## src/rtl/xbar_pkg.sv

```systemverilog
// Shared types and helpers for the crossbar scheduler: FSM states, select width
// and destination-field extraction from a FIFO head word.
package xbar_pkg;

  localparam int MAX_DATA_W = 256;
  localparam int MAX_SEL_W  = 5;

  typedef logic [MAX_DATA_W-1:0] word_t;
  typedef logic [MAX_SEL_W-1:0]  sel_t;

  typedef enum logic {
    ARB   = 1'b0,
    GRANT = 1'b1
  } state_t;

  function automatic int sel_width(input int n);
    return $clog2(n + 1);
  endfunction

  // Callers zero-extend the head word into word_t and truncate the result to their own select width.
  function automatic sel_t dest_of(input word_t word, input int lsb, input int w);
    word_t sh;
    word_t mask;
    sh   = word >> lsb;
    mask = (word_t'(1) << w) - word_t'(1);
    return sel_t'(sh & mask);
  endfunction

endpackage

```

## src/rtl/xbar_scheduler_if.sv

```systemverilog
// FIFO-head / crossbar-control bundle between the ingress FIFOs, the scheduler
// and the output muxes.
interface xbar_scheduler_if
  import xbar_pkg::*;
#(
  parameter int NPORTS = 3,
  parameter int DATA_W = 8
);
  localparam int SEL_W = sel_width(NPORTS);

  logic [NPORTS*DATA_W-1:0] data_in;
  logic [NPORTS-1:0]        empty;
  logic [NPORTS*SEL_W-1:0]  sel;
  logic [NPORTS-1:0]        en;
  logic [NPORTS-1:0]        rdreq;
  logic [NPORTS-1:0]        drop;

  // Scheduler side.
  modport master (
    input  data_in, empty,
    output sel, en, rdreq, drop
  );

  // FIFO / mux side.
  modport slave (
    output data_in, empty,
    input  sel, en, rdreq, drop
  );
endinterface

```

## src/rtl/rr_arbiter.sv

```systemverilog
// Combinational round-robin picker: first set request at or above ptr,
// wrapping modulo N.
module rr_arbiter #(
  parameter  int N  = 3,
  localparam int PW = (N > 1) ? $clog2(N) : 1
) (
  input  logic [N-1:0]  req,
  input  logic [PW-1:0] ptr,
  output logic [N-1:0]  gnt,
  output logic [PW-1:0] idx,
  output logic          any
);

  always_comb begin
    int          sum;
    logic [PW-1:0] cand;
    gnt  = '0;
    idx  = '0;
    any  = 1'b0;
    sum  = 0;
    cand = '0;
    for (int k = 0; k < N; k++) begin
      sum = int'(ptr) + k;
      if (sum >= N) sum = sum - N;
      cand = PW'(sum);
      if (!any && req[cand]) begin
        any       = 1'b1;
        gnt[cand] = 1'b1;
        idx       = cand;
      end
    end
  end

endmodule

```

## src/rtl/xbar_scheduler.sv

```systemverilog
// N-port crossbar scheduler: per-output round-robin over FIFO head destinations,
// registered rdreq/sel/en/drop with an ARB/GRANT phase FSM.
module xbar_scheduler
  import xbar_pkg::*;
#(
  parameter int NPORTS       = 3,
  parameter int DATA_W       = 8,
  parameter int DEST_LSB     = 0,
  parameter int HOLD_CYCLES  = 1,
  parameter int DROP_INVALID = 0
) (
  input logic           clk,
  input logic           reset,
  xbar_scheduler_if.master bus
);

  localparam int SEL_W = sel_width(NPORTS);
  localparam int PW    = $clog2(NPORTS);

  logic [SEL_W-1:0]  dest [NPORTS];
  logic [NPORTS-1:0] req  [NPORTS];
  logic [NPORTS-1:0] gnt  [NPORTS];
  logic [PW-1:0]     win_idx [NPORTS];
  logic [NPORTS-1:0] any_gnt;
  logic [NPORTS-1:0] dreq;
  logic [NPORTS-1:0] in_gnt;

  state_t              state_reg, state_next;
  logic [3:0]          hold_cnt_reg, hold_cnt_next;
  logic [PW-1:0]       rr_reg [NPORTS];
  logic [PW-1:0]       rr_next [NPORTS];
  logic [NPORTS-1:0]   en_reg, en_next;
  logic [NPORTS*SEL_W-1:0] sel_reg, sel_next;
  logic [NPORTS-1:0]   rdreq_reg, rdreq_next;
  logic [NPORTS-1:0]   drop_reg, drop_next;

  genvar gi, gj;
  generate
    for (gi = 0; gi < NPORTS; gi++) begin : g_in
      assign dest[gi] = SEL_W'(dest_of(word_t'(bus.data_in[gi*DATA_W +: DATA_W]),
                                       DEST_LSB, SEL_W));
      // Invalid destinations are 0 or anything past the last output.
      assign dreq[gi] = (DROP_INVALID != 0) && !bus.empty[gi] &&
                        ((dest[gi] == '0) || (int'(dest[gi]) > NPORTS));
    end

    for (gi = 0; gi < NPORTS; gi++) begin : g_out
      for (gj = 0; gj < NPORTS; gj++) begin : g_req
        assign req[gi][gj] = !bus.empty[gj] && (int'(dest[gj]) == gi + 1);
      end
      rr_arbiter #(.N(NPORTS)) u_arb (
        .req (req[gi]),
        .ptr (rr_reg[gi]),
        .gnt (gnt[gi]),
        .idx (win_idx[gi]),
        .any (any_gnt[gi])
      );
    end
  endgenerate

  // Each input requests at most one output, so OR-ing per-output grants is conflict free.
  always_comb begin
    in_gnt = '0;
    for (int o = 0; o < NPORTS; o++) in_gnt = in_gnt | gnt[o];
  end

  always_comb begin
    state_next    = state_reg;
    hold_cnt_next = hold_cnt_reg;
    rr_next       = rr_reg;
    en_next       = en_reg;
    sel_next      = sel_reg;
    rdreq_next    = '0;
    drop_next     = '0;
    case (state_reg)
      ARB: begin
        en_next  = '0;
        sel_next = '0;
        if ((|any_gnt) || (|dreq)) begin
          rdreq_next = in_gnt | dreq;
          drop_next  = dreq;
          for (int o = 0; o < NPORTS; o++) begin
            if (any_gnt[o]) begin
              en_next[o]                 = 1'b1;
              sel_next[o*SEL_W +: SEL_W] = SEL_W'(int'(win_idx[o]) + 1);
              rr_next[o] = (win_idx[o] == PW'(NPORTS - 1)) ? '0 : win_idx[o] + PW'(1);
            end
          end
          hold_cnt_next = '0;
          state_next    = GRANT;
        end
      end
      GRANT: begin
        if (hold_cnt_reg == 4'(HOLD_CYCLES - 1)) begin
          en_next    = '0;
          sel_next   = '0;
          state_next = ARB;
        end else begin
          hold_cnt_next = hold_cnt_reg + 4'd1;
        end
      end
      default: state_next = ARB;
    endcase
  end

  always_ff @(posedge clk or posedge reset) begin
    if (reset) begin
      state_reg    <= ARB;
      hold_cnt_reg <= '0;
      en_reg       <= '0;
      sel_reg      <= '0;
      rdreq_reg    <= '0;
      drop_reg     <= '0;
      for (int o = 0; o < NPORTS; o++) rr_reg[o] <= '0;
    end else begin
      state_reg    <= state_next;
      hold_cnt_reg <= hold_cnt_next;
      en_reg       <= en_next;
      sel_reg      <= sel_next;
      rdreq_reg    <= rdreq_next;
      drop_reg     <= drop_next;
      for (int o = 0; o < NPORTS; o++) rr_reg[o] <= rr_next[o];
    end
  end

  assign bus.en    = en_reg;
  assign bus.sel   = sel_reg;
  assign bus.rdreq = rdreq_reg;
  assign bus.drop  = drop_reg;

endmodule

```

## src/flat_wrapper.sv

```systemverilog
// flat-port wrapper written by rule: the top's interface ports become plain ports
module xbar_scheduler_flat import xbar_pkg::*;
#(
  parameter int NPORTS       = 3,
  parameter int DATA_W       = 8,
  parameter int DEST_LSB     = 0,
  parameter int HOLD_CYCLES  = 1,
  parameter int DROP_INVALID = 0
)
  (clk, reset, bus_data_in, bus_empty, bus_sel, bus_en, bus_rdreq, bus_drop);
  xbar_scheduler_if #(.NPORTS(NPORTS), .DATA_W(DATA_W)) bus_i ();
  input logic clk;
  input logic reset;
  input wire logic [$bits(bus_i.data_in)-1:0] bus_data_in;
  input wire logic [$bits(bus_i.empty)-1:0] bus_empty;
  output wire logic [$bits(bus_i.sel)-1:0] bus_sel;
  output wire logic [$bits(bus_i.en)-1:0] bus_en;
  output wire logic [$bits(bus_i.rdreq)-1:0] bus_rdreq;
  output wire logic [$bits(bus_i.drop)-1:0] bus_drop;
  assign bus_i.data_in = bus_data_in;
  assign bus_i.empty = bus_empty;
  assign bus_sel = bus_i.sel;
  assign bus_en = bus_i.en;
  assign bus_rdreq = bus_i.rdreq;
  assign bus_drop = bus_i.drop;
  xbar_scheduler #(.NPORTS(NPORTS), .DATA_W(DATA_W), .DEST_LSB(DEST_LSB), .HOLD_CYCLES(HOLD_CYCLES), .DROP_INVALID(DROP_INVALID)) u_core (.clk(clk), .reset(reset), .bus(bus_i));
endmodule
```

## config.mk

```make
export PLATFORM = sky130hd
export DESIGN_NAME = xbar_scheduler_flat
export DESIGN_NICKNAME = d
export VERILOG_FILES = /design/src/rtl/xbar_pkg.sv /design/src/rtl/xbar_scheduler_if.sv /design/src/rtl/rr_arbiter.sv /design/src/rtl/xbar_scheduler.sv /design/src/flat_wrapper.sv
export SDC_FILE = /design/constraint.sdc
export NUM_CORES = 1
export LEC_CHECK = 0
export CAP_MARGIN = 20
export CELL_PAD_IN_SITES_DETAIL_PLACEMENT = 0
export CELL_PAD_IN_SITES_GLOBAL_PLACEMENT = 1
export CORE_MARGIN = 2
export CORE_UTILIZATION = 45
export DETAILED_ROUTE_END_ITERATION = 8
export DONT_BUFFER_PORTS = 1
export GPL_TIMING_DRIVEN = 0
export MAX_ROUTING_LAYER = met4
export PLACE_DENSITY_LB_ADDON = 0.05
export REMOVE_ABC_BUFFERS = 1
export SYNTH_ARGS = -nofsm -noshare
export SYNTH_HDL_FRONTEND = slang
export SYNTH_SLANG_ARGS = --single-unit
```

## constraint.sdc

```tcl
create_clock -name clk -period 3.5 [get_ports clk]
set_input_delay 0.35 -clock clk [delete_from_list [all_inputs] [get_ports clk]]
set_output_delay 0.35 -clock clk [all_outputs]
set_load 0.02 [all_outputs]
```

==> summary.md <==
| Metric | Value |
|---|---|
| Post-CTS Hold Fix Bufs | 0 |
| Core box area | 4440 µm² |
| GRT overflow | 0 |
| Crit path launch | u_core.rr_reg[0] |
| Critical path fanouts, max | 7 |
| Nets | 288 |
| Avg Inst Size Synth | 8.53 µm² |
| Placer Congestion | 0.903 |
| Post-route ant nets | 0 |
| Pin count of the biggest net entering global routing | 24 |
| DIE WIDTH | 72.7 µm |
| DR DRC count | 0 |
| Layout cells sized above 1 | 5.88% |
| CTS Buf Count | 3 |
| Synth Area in Compound Gates | 29.1% |
| Number of global-route vias before repair | 1717 |
| Worst hold-check slack | 0.144 ns |
| Post-CTS setup buffer count | 0 |
| Die Span Y | 72.7 µm |
| Die ar. | 5280 µm² |
| Req. time, crit path | 3.65 ns |
| Post-Syn Area | 2120 µm² |
| Largest family of logic cells by synthesized area | compound AO/OA/AOI/OAI gates |
| Fmax | 0.386 GHz |
| GRT Util Overall | 20.1% |
| Port Buffers | 0 |
| FFs w/ async S/R, synth | 100% |
| Skew final | 0.00789 ns |
| CP Capture Type | register |
| DR WL/cell | 17.3 µm |
| # rows | 24 |
| Ys Warns | 0 |
| Pre-CTS WS | 0.946 ns |
| Mux cell area share after synthesis | 2.00% |
| XOR/XNOR share of the synthesized area | 0% |
| Hold Vio Cnt, Final | 0 |
| First-pass GRT wire length | 8280 µm |
| Least-Margin Pin Slew | 0.861 ns |
| Commonest non-fill, non-tap cell in the layout | nand2_1 |
| Post-synth cell types | 55 |
| # setup viols final | 0 |
| Predominant post-synthesis flop cell | dfrtp_1 |
| Seq/Total Area, Yosys | 27.1% |
| Total negative slack | 0 ns |
| Worst Setup Start Kind | register |
| CP Capture Point | u_core.bus.sel[5] |
| Min Tclk post-route | 2.59 ns |
| Crit path setup slack, layout | 0.910 ns |
| Post-cts sizing count | 0 |
| HPWL Detailed | 3890 µm |
| Clk_lat worst skew | 0.27 ns |
| Initial Util | 47.8% |
| Simple-Gate Fraction of Synth Area | 22.7% |
| Unrepaired setup endpoints after global routing | no |
| H-tree depth | 1 |
| Placed cells | 286 |
| Max cap viols | 0 |
| Peak supply drop | 339 µV |
| Area grow syn2layout | 1.77% |
| Via count | 1821 |
| Synth Instances | 249 |
| Most frequent cells in the layout | 24 x nand2_1, 23 x dfrtp_1, 20 x ha_1 |
| EDFF count, synth | 0 |
| Ports | 44 |
| R2R depth | 10 |
| Ant. Diodes | 0 |
| WL final | 5030 µm |
| Leak Pwr | 0.957 nW |
| CTS tree | done |
| Adder-Cell Fraction of Synth Area | 11.8% |
| Non-Filler Instances | 290 |
| Part of the cycle the worst path needs | 74.0% |
| Reg2reg setup slack | 0.91 ns |
| Crit Path Class | reg2reg |
| Yosys reg bits | 23 |
| Initial antenna violation count | 0 |
| 1st-iter DRT viols | 150 |
| Status | completed |
| Vias/cell | 6.28 |
| RR Startpoint | u_core.rr_reg[0] |
| Pwr dens | 752 nW/µm² |
| Clk buf depth | 2 |
| First-pass DRT Iterations | 5 |
| Hold WC Path Type | in2async |
| Max Slew Vio Count | 0 |
| Clock sink count | 23 |
| Capturing point of the worst reg2reg path | u_core.bus.sel[5] |
| Clock root cell | clkbuf_8 |
| Slew HR | 42.5% |
| Clk slew on worst S/H paths | 0.08 ns |
| CP arrival | 2.74 ns |
==> per-stage QoR <==
step	util, %	cell area, µm²	total power, mW
floorplan	-	2040	1.23
global placement	47.5	2110	1.42
detailed placement	47.6	2110	1.45
CTS	48.6	2160	1.62
global route	48.6	2160	1.77
finish	48.6	2160	1.63
==> synthesized netlist by cell type, types with 3 or more instances <==
cell / n / area [µm²]
o31a_1: 3 / 26.3
o21ai_0: 10 / 50.1
nand3b_1: 3 / 22.5
a221o_1: 5 / 50.1
o211ai_1: 4 / 30.0
nor3_1: 4 / 20.0
o31ai_1: 4 / 30.0
clkbuf_1: 9 / 33.8
nand2_1: 24 / 90.1
nor3b_2: 3 / 37.5
o2111ai_1: 3 / 26.3
a22o_1: 8 / 70.1
a21oi_1: 11 / 55.1
nand4_1: 4 / 25.0
inv_1: 16 / 60.1
a31oi_1: 3 / 18.8
nor2b_1: 3 / 18.8
nor2_1: 11 / 41.3
buf_2: 6 / 30.0
o21ai_1: 8 / 40.0
ha_1: 20 / 250
o21a_1: 3 / 22.5
or3b_1: 6 / 52.6
and3b_1: 3 / 26.3
nand2b_1: 7 / 43.8
buf_4: 3 / 22.5
dfrtp_1: 23 / 576
nand3_1: 4 / 20.0
a21o_1: 4 / 30.0
==> final cells by class <==
class,count,area (µm²)
fillers,449,2280
multi-input cells,193,1410
flip-flops and latches,23,576
well taps,52,65.1
inverters,17,63.8
clock buffers,3,41.3
clock inverters,1,5.00
repair buffers,1,5.00
==> logic make-up (layout without fill, tap and decap cells) <==
group,count (synthesis),in the layout
and+or+nand+nor,83,83
buffers and inverters,35,22
adders and majority gates,20,20
DFF,23,23
other,1,3
muxes,4,4
AOI/OAI and AO/OA,83,83
==> routing by layer <==
layer	track usage (%)	up-vias	wire [µm]
met2	33.4	35	2420
li1	-	894	-
met1	26.8	890	2410
met4	1.44	0	13
met5	-	-	0
met3	3.45	2	185
==> worst min-delay path by stage <==
stage                     startpoint               end  slack (ns)  cells after the start
after floorplan                reset  u_core.bus.en[0]        0.35                      1
after global placement         reset  u_core.bus.en[1]        0.44                      1
after detailed placement       reset  u_core.bus.en[1]        0.47                      1
after CTS                      reset  u_core.state_reg        0.18                      1
after global routing           reset  u_core.state_reg        0.21                      1
final                          reset  u_core.state_reg        0.14                      1
==> critical path, cell delays in order, from the launching register on <==
cell and delay [ns]:
dfrtp_1 0.39, inv_1 0.09, ha_1 0.39, inv_1 0.13
o21ai_1 0.10, o31ai_1 0.45, nand2_1 0.10, a21oi_1 0.24
a21oi_1 0.10, ha_1 0.30, a22o_1 0.20
==> where the power goes <==
part / leakage, nW / internal [mW] / switching (mW)
Combinational: 0.629 / 0.378 / 0.592
Clock: 0.0255 / 0.0795 / 0.0858
Sequential: 0.302 / 0.353 / 0.138
No activity file was read; power rests on OpenSTA's default activity.
